[src/rtl/voice_allocator_if.sv]
// Note-command channel into the voice allocator: a valid strobe and a
// packed {on, note, vel} word that is sampled only while the strobe is high.
interface voice_allocator_if #(
  parameter int NOTE_W = 7,
  parameter int VEL_W  = 8
);
  logic                    i_valid;
  logic [NOTE_W+VEL_W:0]   i_data;

  modport master (output i_valid, output i_data);
  modport slave  (input  i_valid, input  i_data);
endinterface

[src/rtl/voice_allocator.sv]
// Polyphonic voice allocator: maps note on/off commands onto VOICES slots with
// retrigger on duplicate notes and idle > oldest-release > oldest-active stealing.
module voice_allocator #(
  parameter int VOICES     = 8,
  parameter int NOTE_W     = 7,
  parameter int VEL_W      = 8,
  parameter int AGE_W      = 8,
  parameter int REL_CYCLES = 16
) (
  input  logic                        clk,
  input  logic                        i_reset_n,
  voice_allocator_if.slave            cmd,
  output logic [VOICES-1:0]           o_gate,
  output logic [VOICES-1:0]           o_busy,
  output logic [VOICES*NOTE_W-1:0]    o_notes,
  output logic [VOICES*VEL_W-1:0]     o_vels,
  output logic [VOICES-1:0]           o_trig,
  output logic                        o_stolen,
  output logic [$clog2(VOICES+1)-1:0] o_voice_cnt
);

  localparam int IDX_W = $clog2(VOICES);
  localparam int CNT_W = $clog2(VOICES+1);
  localparam int REL_W = (REL_CYCLES > 0) ? $clog2(REL_CYCLES+1) : 1;
  localparam logic [AGE_W-1:0] AGE_MAX = {AGE_W{1'b1}};

  typedef enum logic [1:0] {
    ST_IDLE    = 2'd0,
    ST_ACTIVE  = 2'd1,
    ST_RELEASE = 2'd2
  } voice_state_t;

  voice_state_t       state_reg [VOICES];
  voice_state_t       state_next[VOICES];
  logic [AGE_W-1:0]   age_reg   [VOICES];
  logic [AGE_W-1:0]   age_next  [VOICES];
  logic [REL_W-1:0]   rel_reg   [VOICES];
  logic [REL_W-1:0]   rel_next  [VOICES];
  logic [NOTE_W-1:0]  note_reg  [VOICES];
  logic [NOTE_W-1:0]  note_next [VOICES];
  logic [VEL_W-1:0]   vel_reg   [VOICES];
  logic [VEL_W-1:0]   vel_next  [VOICES];

  logic [VOICES-1:0]  gate_reg, gate_next;
  logic [VOICES-1:0]  busy_reg, busy_next;
  logic [VOICES-1:0]  trig_reg, trig_next;
  logic               stolen_reg, stolen_next;
  logic [CNT_W-1:0]   cnt_reg, cnt_next;

  logic               cmd_on;
  logic [NOTE_W-1:0]  cmd_note;
  logic [VEL_W-1:0]   cmd_vel;
  logic               start_cmd;
  logic               stop_cmd;

  assign cmd_on    = cmd.i_data[NOTE_W+VEL_W];
  assign cmd_note  = cmd.i_data[VEL_W +: NOTE_W];
  assign cmd_vel   = cmd.i_data[VEL_W-1:0];
  // A note-on with zero velocity is a note-off in disguise.
  assign start_cmd = cmd.i_valid && cmd_on && (cmd_vel != '0);
  assign stop_cmd  = cmd.i_valid && !(cmd_on && (cmd_vel != '0));

  // Candidate search over the registered state; strict '>' keeps age ties on the lowest index.
  logic               match_found, idle_found, rel_found, act_found;
  logic [IDX_W-1:0]   match_idx, idle_idx, rel_idx, act_idx;
  logic [AGE_W-1:0]   rel_age, act_age;
  logic [IDX_W-1:0]   target_idx;
  logic               steal;

  always_comb begin
    match_found = 1'b0;
    idle_found  = 1'b0;
    rel_found   = 1'b0;
    act_found   = 1'b0;
    match_idx   = '0;
    idle_idx    = '0;
    rel_idx     = '0;
    act_idx     = '0;
    rel_age     = '0;
    act_age     = '0;
    for (int k = 0; k < VOICES; k++) begin
      if (!match_found && state_reg[k] != ST_IDLE && note_reg[k] == cmd_note) begin
        match_found = 1'b1;
        match_idx   = IDX_W'(k);
      end
      if (!idle_found && state_reg[k] == ST_IDLE) begin
        idle_found = 1'b1;
        idle_idx   = IDX_W'(k);
      end
      if (state_reg[k] == ST_RELEASE && (!rel_found || age_reg[k] > rel_age)) begin
        rel_found = 1'b1;
        rel_idx   = IDX_W'(k);
        rel_age   = age_reg[k];
      end
      if (state_reg[k] == ST_ACTIVE && (!act_found || age_reg[k] > act_age)) begin
        act_found = 1'b1;
        act_idx   = IDX_W'(k);
        act_age   = age_reg[k];
      end
    end
  end

  always_comb begin
    steal = 1'b0;
    if (match_found) begin
      target_idx = match_idx;
    end else if (idle_found) begin
      target_idx = idle_idx;
    end else if (rel_found) begin
      target_idx = rel_idx;
    end else begin
      target_idx = act_idx;
      steal      = act_found;
    end
  end

  // Per-voice next state: a command hit overrides the free-running age/release progress.
  always_comb begin
    gate_next   = '0;
    busy_next   = '0;
    trig_next   = '0;
    cnt_next    = '0;
    stolen_next = start_cmd && steal;
    for (int k = 0; k < VOICES; k++) begin
      state_next[k] = state_reg[k];
      age_next[k]   = (age_reg[k] == AGE_MAX) ? age_reg[k] : age_reg[k] + AGE_W'(1);
      rel_next[k]   = rel_reg[k];
      note_next[k]  = note_reg[k];
      vel_next[k]   = vel_reg[k];

      if (state_reg[k] == ST_RELEASE) begin
        if (rel_reg[k] <= REL_W'(1)) begin
          state_next[k] = ST_IDLE;
          rel_next[k]   = '0;
        end else begin
          rel_next[k]   = rel_reg[k] - REL_W'(1);
        end
      end

      if (start_cmd && target_idx == IDX_W'(k)) begin
        state_next[k] = ST_ACTIVE;
        age_next[k]   = '0;
        rel_next[k]   = '0;
        note_next[k]  = cmd_note;
        vel_next[k]   = cmd_vel;
        trig_next[k]  = 1'b1;
      end else if (stop_cmd && state_reg[k] == ST_ACTIVE && note_reg[k] == cmd_note) begin
        if (REL_CYCLES == 0) begin
          state_next[k] = ST_IDLE;
        end else begin
          state_next[k] = ST_RELEASE;
          rel_next[k]   = REL_W'(REL_CYCLES);
        end
      end

      gate_next[k] = (state_next[k] == ST_ACTIVE);
      busy_next[k] = (state_next[k] != ST_IDLE);
      cnt_next     = cnt_next + CNT_W'(busy_next[k]);
    end
  end

  always_ff @(posedge clk) begin
    if (!i_reset_n) begin
      for (int k = 0; k < VOICES; k++) begin
        state_reg[k] <= ST_IDLE;
        age_reg[k]   <= '0;
        rel_reg[k]   <= '0;
        note_reg[k]  <= '0;
        vel_reg[k]   <= '0;
      end
      gate_reg   <= '0;
      busy_reg   <= '0;
      trig_reg   <= '0;
      stolen_reg <= 1'b0;
      cnt_reg    <= '0;
    end else begin
      for (int k = 0; k < VOICES; k++) begin
        state_reg[k] <= state_next[k];
        age_reg[k]   <= age_next[k];
        rel_reg[k]   <= rel_next[k];
        note_reg[k]  <= note_next[k];
        vel_reg[k]   <= vel_next[k];
      end
      gate_reg   <= gate_next;
      busy_reg   <= busy_next;
      trig_reg   <= trig_next;
      stolen_reg <= stolen_next;
      cnt_reg    <= cnt_next;
    end
  end

  for (genvar gi = 0; gi < VOICES; gi++) begin : g_pack
    assign o_notes[gi*NOTE_W +: NOTE_W] = note_reg[gi];
    assign o_vels[gi*VEL_W +: VEL_W]    = vel_reg[gi];
  end

  assign o_gate      = gate_reg;
  assign o_busy      = busy_reg;
  assign o_trig      = trig_reg;
  assign o_stolen    = stolen_reg;
  assign o_voice_cnt = cnt_reg;

endmodule

[src/flat_wrapper.sv]
// flat-port wrapper written by rule: the top's interface ports become plain ports
module voice_allocator_flat 
#(
  parameter int VOICES     = 8,
  parameter int NOTE_W     = 7,
  parameter int VEL_W      = 8,
  parameter int AGE_W      = 8,
  parameter int REL_CYCLES = 16
)
  (clk, i_reset_n, o_gate, o_busy, o_notes, o_vels, o_trig, o_stolen, o_voice_cnt, cmd_i_valid, cmd_i_data);
  voice_allocator_if #(.NOTE_W(NOTE_W), .VEL_W(VEL_W)) cmd_i ();
  input  logic clk;
  input  logic i_reset_n;
  output logic [VOICES-1:0] o_gate;
  output logic [VOICES-1:0] o_busy;
  output logic [VOICES*NOTE_W-1:0] o_notes;
  output logic [VOICES*VEL_W-1:0] o_vels;
  output logic [VOICES-1:0] o_trig;
  output logic o_stolen;
  output logic [$clog2(VOICES+1)-1:0] o_voice_cnt;
  input wire logic [$bits(cmd_i.i_valid)-1:0] cmd_i_valid;
  input wire logic [$bits(cmd_i.i_data)-1:0] cmd_i_data;
  assign cmd_i.i_valid = cmd_i_valid;
  assign cmd_i.i_data = cmd_i_data;
  voice_allocator #(.VOICES(VOICES), .NOTE_W(NOTE_W), .VEL_W(VEL_W), .AGE_W(AGE_W), .REL_CYCLES(REL_CYCLES)) u_core (.clk(clk), .i_reset_n(i_reset_n), .cmd(cmd_i), .o_gate(o_gate), .o_busy(o_busy), .o_notes(o_notes), .o_vels(o_vels), .o_trig(o_trig), .o_stolen(o_stolen), .o_voice_cnt(o_voice_cnt));
endmodule
[config.mk]
export PLATFORM = sky130hd
export DESIGN_NAME = voice_allocator_flat
export DESIGN_NICKNAME = d
export VERILOG_FILES = /design/src/rtl/voice_allocator_if.sv /design/src/rtl/voice_allocator.sv /design/src/flat_wrapper.sv
export SDC_FILE = /design/constraint.sdc
export NUM_CORES = 1
export LEC_CHECK = 0
export ABC_CLOCK_PERIOD_IN_PS = 16500
export BUFFER_PORTS_ARGS = -buffer_cell sky130_fd_sc_hd__buf_4
export CAP_MARGIN = 20
export CORE_UTILIZATION = 54
export DETAILED_ROUTE_END_ITERATION = 8
export GPL_ROUTABILITY_DRIVEN = 0
export MAX_ROUTING_LAYER = met4
export PLACE_DENSITY_LB_ADDON = 0.15
export SLEW_MARGIN = 30
export SYNTH_ARGS = -nofsm -noshare
export SYNTH_HDL_FRONTEND = slang
export SYNTH_SLANG_ARGS = --single-unit
[constraint.sdc]
create_clock -name clk -period 16.5 [get_ports clk]
set_input_delay 1.65 -clock clk [delete_from_list [all_inputs] [get_ports clk]]
set_output_delay 1.65 -clock clk [all_outputs]
set_load 0.05 [all_outputs]
# After elaboration in Yosys (flattened, before gate mapping)
# Memories as Yosys holds them, arrays and structs flattened.
# Index checks and enable logic that the tools add are counted.
[op_classes]
add_sub_neg = 23
n_reduce_logical = 134
n_mux = 226
magnitude_cmp = 22
bitwise_logic = 40
n_eq_ne = 47
[ops]
columns = ["cell", "count"]
rows = [
  ["$mux W8", 54],
  ["$mux W5", 40],
  ["$gt A8 B8 Y1", 14],
  ["$mux W7", 16],
  ["$mux W2", 48],
  ["$logic_and A1 B1 Y1", 65],
  ["$add A8 B1 Y8 const B", 8],
  ["$eq A8 B8 Y1 const B", 8],
  ["$mux W3", 19],
  ["$eq A7 B7 Y1", 8],
  ["$mux W1", 49],
  ["$le A5 B1 Y1 const B", 8],
  ["$or A1 B1 Y1", 40],
  ["$sub A5 B1 Y5 const B", 8],
  ["$eq A2 B1 Y1 const B", 16],
  ["$reduce_bool A2 Y1", 16],
  ["$logic_not A1 Y1", 29],
  ["$add A4 B1 Y4", 6],
  ["$eq A2 B2 Y1 const B", 8],
  ["$logic_not A2 Y1", 8],
  ["$logic_or A1 B1 Y1", 14],
  ["$eq A3 B3 Y1 const B", 4],
  ["$reduce_bool A8 Y1", 1],
  ["$eq A3 B2 Y1 const B", 2],
  ["other kinds (3)", 3],
]
[totals]
mem_count = 5
inputBits = 19
out_inout_bits = 149
ram_bits = 240
wordCells = 502
ff_bits = 29
[memory_table]
columns = ["name", "words", "width", "rd", "rd_clocked_by_memory_dff", "write_ports", "line_no", "source"]
rows = [
  ["u_core.age_reg", 8, 8, 8, 0, 8, "voice_allocator.sv:35", "logic [AGE_W-1:0] age_reg [VOICES];"],
  ["u_core.vel_reg", 8, 8, 8, 0, 8, "voice_allocator.sv:41", "logic [VEL_W-1:0] vel_reg [VOICES];"],
  ["u_core.note_reg", 8, 7, 8, 0, 8, "voice_allocator.sv:39", "logic [NOTE_W-1:0] note_reg [VOICES];"],
  ["u_core.rel_reg", 8, 5, 8, 0, 8, "voice_allocator.sv:37", "logic [REL_W-1:0] rel_reg [VOICES];"],
  ["u_core.state_reg", 8, 2, 8, 0, 8, "voice_allocator.sv:33", "voice_state_t state_reg [VOICES];"],
]

# Depth between registers and ports, before layout
# An unclocked memory read counts as a cell.
[logic_depth]
depth_word = 45
ltp_mapped = 76
depth_no_buf = 66

# Worst setup path before layout
# Ideal clock, no wire load.
[synth_path]
kind = "flip-flop to flip-flop"
startpoint = "mem u_core.state_reg[0][0] (netlist name)"
endpoint = "reg u_core.cnt_reg[2], in the netlist u_core.o_voice_cnt[2]"
required_time_ns = 16.372
t_arrival_ns = 15.585
path_slack_ns = 0.787
stages_incl_launch_ff = 72
synth_period_minus_slack_ns = 15.713
n_path_buf = 8
setup_time_ns = 0.128
cell_sequence = "dfxtp_1 -> nor2b_1 -> clkbuf_1 -> nand2_1 -> ha_1 -> a211oi_1 -> o211ai_1 -> nor2_1 -> a211o_1 -> clkbuf_1 -> mux2i_1 -> inv_1 -> ha_1 -> nor2b_1 -> o211ai_1 -> a21oi_1 -> o21ba_2 -> or2_2 -> (+36 left out) -> a22oi_1 -> a21boi_0 -> nor3_1 -> a221oi_2 -> o21a_1 -> buf_2 -> nor3_2 -> buf_2 -> or2_2 -> ha_1 -> fa_1 -> inv_1 -> fa_1 -> inv_1 -> fa_1 -> fa_1 -> xnor2_1 -> nor2_1"
[synth_rtl]
columns = ["element", "line_no", "source"]
rows = [
  ["from (decl)", "voice_allocator.sv:33", ""],
  ["to (signal assigned)", "voice_allocator.sv:188", "cnt_reg <= cnt_next;"],
  ["to (decl)", "voice_allocator.sv:48", "logic [CNT_W-1:0] cnt_reg, cnt_next;"],
]

==> results.ini <==
[cells_and_area]
final_cells = 2444
final_common_cell = dfxtp_1
antennaDiodeCount = 0
layout_common_cells = dfxtp_1 (269), nand2_1 (235), buf_4 (188), mux2i_1 (165), ha_1 (139)
fill_cells = 2490
fin_nets = 2194
area_growth_pct = 16.3
drive_above_1_share = 0.141

[synth]
synth_area_um2 = 16300
async_reset_ff_frac = 0
ys_ff_latch = 269
synth_cells = 1903
syn-num-nets = 2065
synth-main-ff-cell = dfxtp_1
yosys.area.top_type = dfxtp_1
ys_seq_area_frac = 0.329
synth_top_area_frac = 0.329
synth_edf_count = 0
avgSynthCellArea_um2 = 8.59
yosys-top-cells-area = dfxtp_1 (33%), ha_1 (11%), mux2i_1 (10%)
yosysUniqueCellTypes = 69
ys.warnings.count = 0

[global_route]
use_met1 = 0.394
top_usage_layer = met2
met2_usage = 0.512
antenna_found_initial = 0
grt_pass1_vias = 14300
grt_use_met3 = 0.0674
grt_pass1_wl_mm = 75.9
grt_max_degree = 88
gr-total-overflow = 0
track_usage = 0.316

[timing]
maxSlewHeadroom = 0.375
period_minus_slack_ps = 15550
rsz0062_at_grt = no
drv_slew = 0
setup-violations-final = 0
finalHoldViolations = 0
final.period_utilization = 0.943
fmaxAchievable_mhz = 64.3
fin_skew_ps = 19.6
fin_tns_setup_ps = 0
worstMarginPinSlew_ps = 930

[clock_tree]
cts_root_buf = clkbuf_16
insertion_delay_ps = 570
h-tree-depth = 1
clock_path_buffers = 3
cts_buffers = 30
cts_tree = yes
path_clk_slew_ps = 60
clock-sinks = 269

[die]
dieWidth_um = 176
core_area_um2 = 29700
rows = 63
ios = 168
initial_core_util = 0.550
dieHeight_um = 176
die_area_um2 = 31000

[critical_path]
crit_buf_inv = 9
slowest_stage = fa_1
end_kind = register
crit_path_start_kind = register
cpPeakStageDelay_ps = 490
reg2reg_slack_ps = 950
crit_family = compound AO/OA/AOI/OAI gates
worstRegToRegCells = 67
regToRegEndpoint = u_core.o_voice_cnt[2]
cp.arrival_ps = 15980
cp_max_fo = 15
reg2reg_from = u_core.state_reg[0][0]
required_ps = 16930
cpMostUsedCell = ha_1
criticalPathCategory = register to register

[detailed_routing]
final_antenna_net_count = 0
drcViolationCount = 0
dr.pass1.iters = 6
wl_per_cell_um = 19.5
viasPerCell = 5.97
drt_iter0_drc = 989
dr_total_vias = 14600
wl_mm = 47.7

[hold_path]
hold-path-cell-count = 2
hold_path.class = register to register
min_from = u_core.vel_reg[0][9]
holdPathEnd = u_core.vel_reg[0][9]

[placed_design]
portBuffers = 167
dp_hpwl_mm = 34.8
placedCellCount = 2386

[pwr]
powerDensity_nw_per_um2 = 79.4
ir_drop_mv = 0.0724
p_leak_nw = 8.46

[job]
drv_cap = 0

[run_status]
status = finished, final reports clean

==> metrics by stage <==
stage,worst slack (ps),utilization,power [mW],hold WS [ps],cell area (um^2)
floorplan,787,-,0.765,499,16300
global placement,286,0.601,0.798,443,17900
detailed placement,389,0.602,0.802,448,17900
CTS,341,0.638,1.52,463,18900
global route,19.0,0.640,1.56,477,19000
finish,947,0.640,1.51,461,19000
==> synthesized netlist by cell type, types with 4 or more instances <==
| cell | n |
|---|---|
| a211oi_1 | 10 |
| a21boi_0 | 4 |
| a21o_1 | 12 |
| a21oi_1 | 94 |
| a222oi_1 | 7 |
| a31oi_1 | 16 |
| and2_1 | 16 |
| and3_1 | 56 |
| and4_1 | 21 |
| buf_2 | 27 |
| buf_4 | 6 |
| clkbuf_1 | 58 |
| dfxtp_1 | 269 |
| fa_1 | 4 |
| ha_1 | 139 |
| inv_1 | 83 |
| mux2_2 | 19 |
| mux2i_1 | 165 |
| nand2_1 | 235 |
| nand2b_1 | 22 |
| nand3_1 | 69 |
| nand3b_1 | 6 |
| nand4_1 | 37 |
| nor2_1 | 90 |
| nor2b_1 | 36 |
| nor3_1 | 73 |
| nor4_1 | 36 |
| o2111a_1 | 14 |
| o211ai_1 | 21 |
| o21a_1 | 37 |
| o21ai_0 | 49 |
| o21ai_1 | 5 |
| o21bai_1 | 10 |
| o31ai_1 | 7 |
| or2_2 | 6 |
| or3_1 | 15 |
| xnor2_1 | 58 |
| xor2_1 | 23 |
==> how the worst max path moves through the flow <==
stage	depth (start not counted)	start	slack [ps]	endpoint
after floorplan	71	u_core.state_reg[0][0]	790	u_core.o_voice_cnt[2]
after global placement	64	u_core.state_reg[0][1]	290	u_core.o_voice_cnt[2]
after detailed placement	65	u_core.state_reg[0][1]	390	u_core.o_voice_cnt[2]
after CTS	64	u_core.state_reg[0][1]	340	u_core.o_voice_cnt[2]
after global routing	68	u_core.state_reg[0][0]	20	u_core.o_voice_cnt[2]
final	67	u_core.state_reg[0][0]	950	u_core.o_voice_cnt[2]
==> worst register-to-register path, delay by kind of cell, from the launching register on <==
family | cells | cell delay [ps]
xor+xnor | 1 | 170
compound gates | 24 | 5590
fa+ha+maj | 12 | 4040
mux | 4 | 1260
flops | 1 | 440
simple gates | 17 | 2720
buf+inv | 9 | 1190
==> logic make-up after synthesis <==
family,after synthesis,synth area share
DFF,269,0.329
muxes,184,0.114
AOI/OAI and AO/OA,314,0.129
and+or+nand+nor,734,0.228
adders and majority gates,143,0.111
xor gates and xnor gates,81,0.0434
buffers and inverters,178,0.0455
==> final cells by class <==
| class | count | area, um^2 | area share |
|---|---|---|---|
| multi-input combinational | 1456 | 10300 | 0.542 |
| sequential | 269 | 5390 | 0.283 |
| timing repair buffer | 191 | 1460 | 0.0769 |
| clock buffer | 37 | 838 | 0.0441 |
| tap | 390 | 488 | 0.0257 |
| inverter | 84 | 315 | 0.0166 |
| clock inverter | 17 | 230 | 0.0121 |
==> timing repair <==
action                     4_1_cts  5_1_grt
setup buffers                    0        4
setup endpoints to repair        0        4
gates resized for setup          0        5
hold buffers                     0        0
==> where the power goes <==
part | total [mW] | switching [mW] | leakage, nW | internal [mW]
Combinational | 0.119 | 0.0743 | 5.76 | 0.0446
Sequential | 0.671 | 0.0133 | 2.17 | 0.658
Clock | 0.720 | 0.283 | 0.524 | 0.438
Total | 1.51 | 0.370 | 8.46 | 1.14
==> per-layer routing <==
layer	up-vias	wire, um
met5	-	0
met4	0	1330
met3	99	4020
met2	493	22200
met1	6896	20200
li1	7109	-
(Power assumes the default switching activity.)
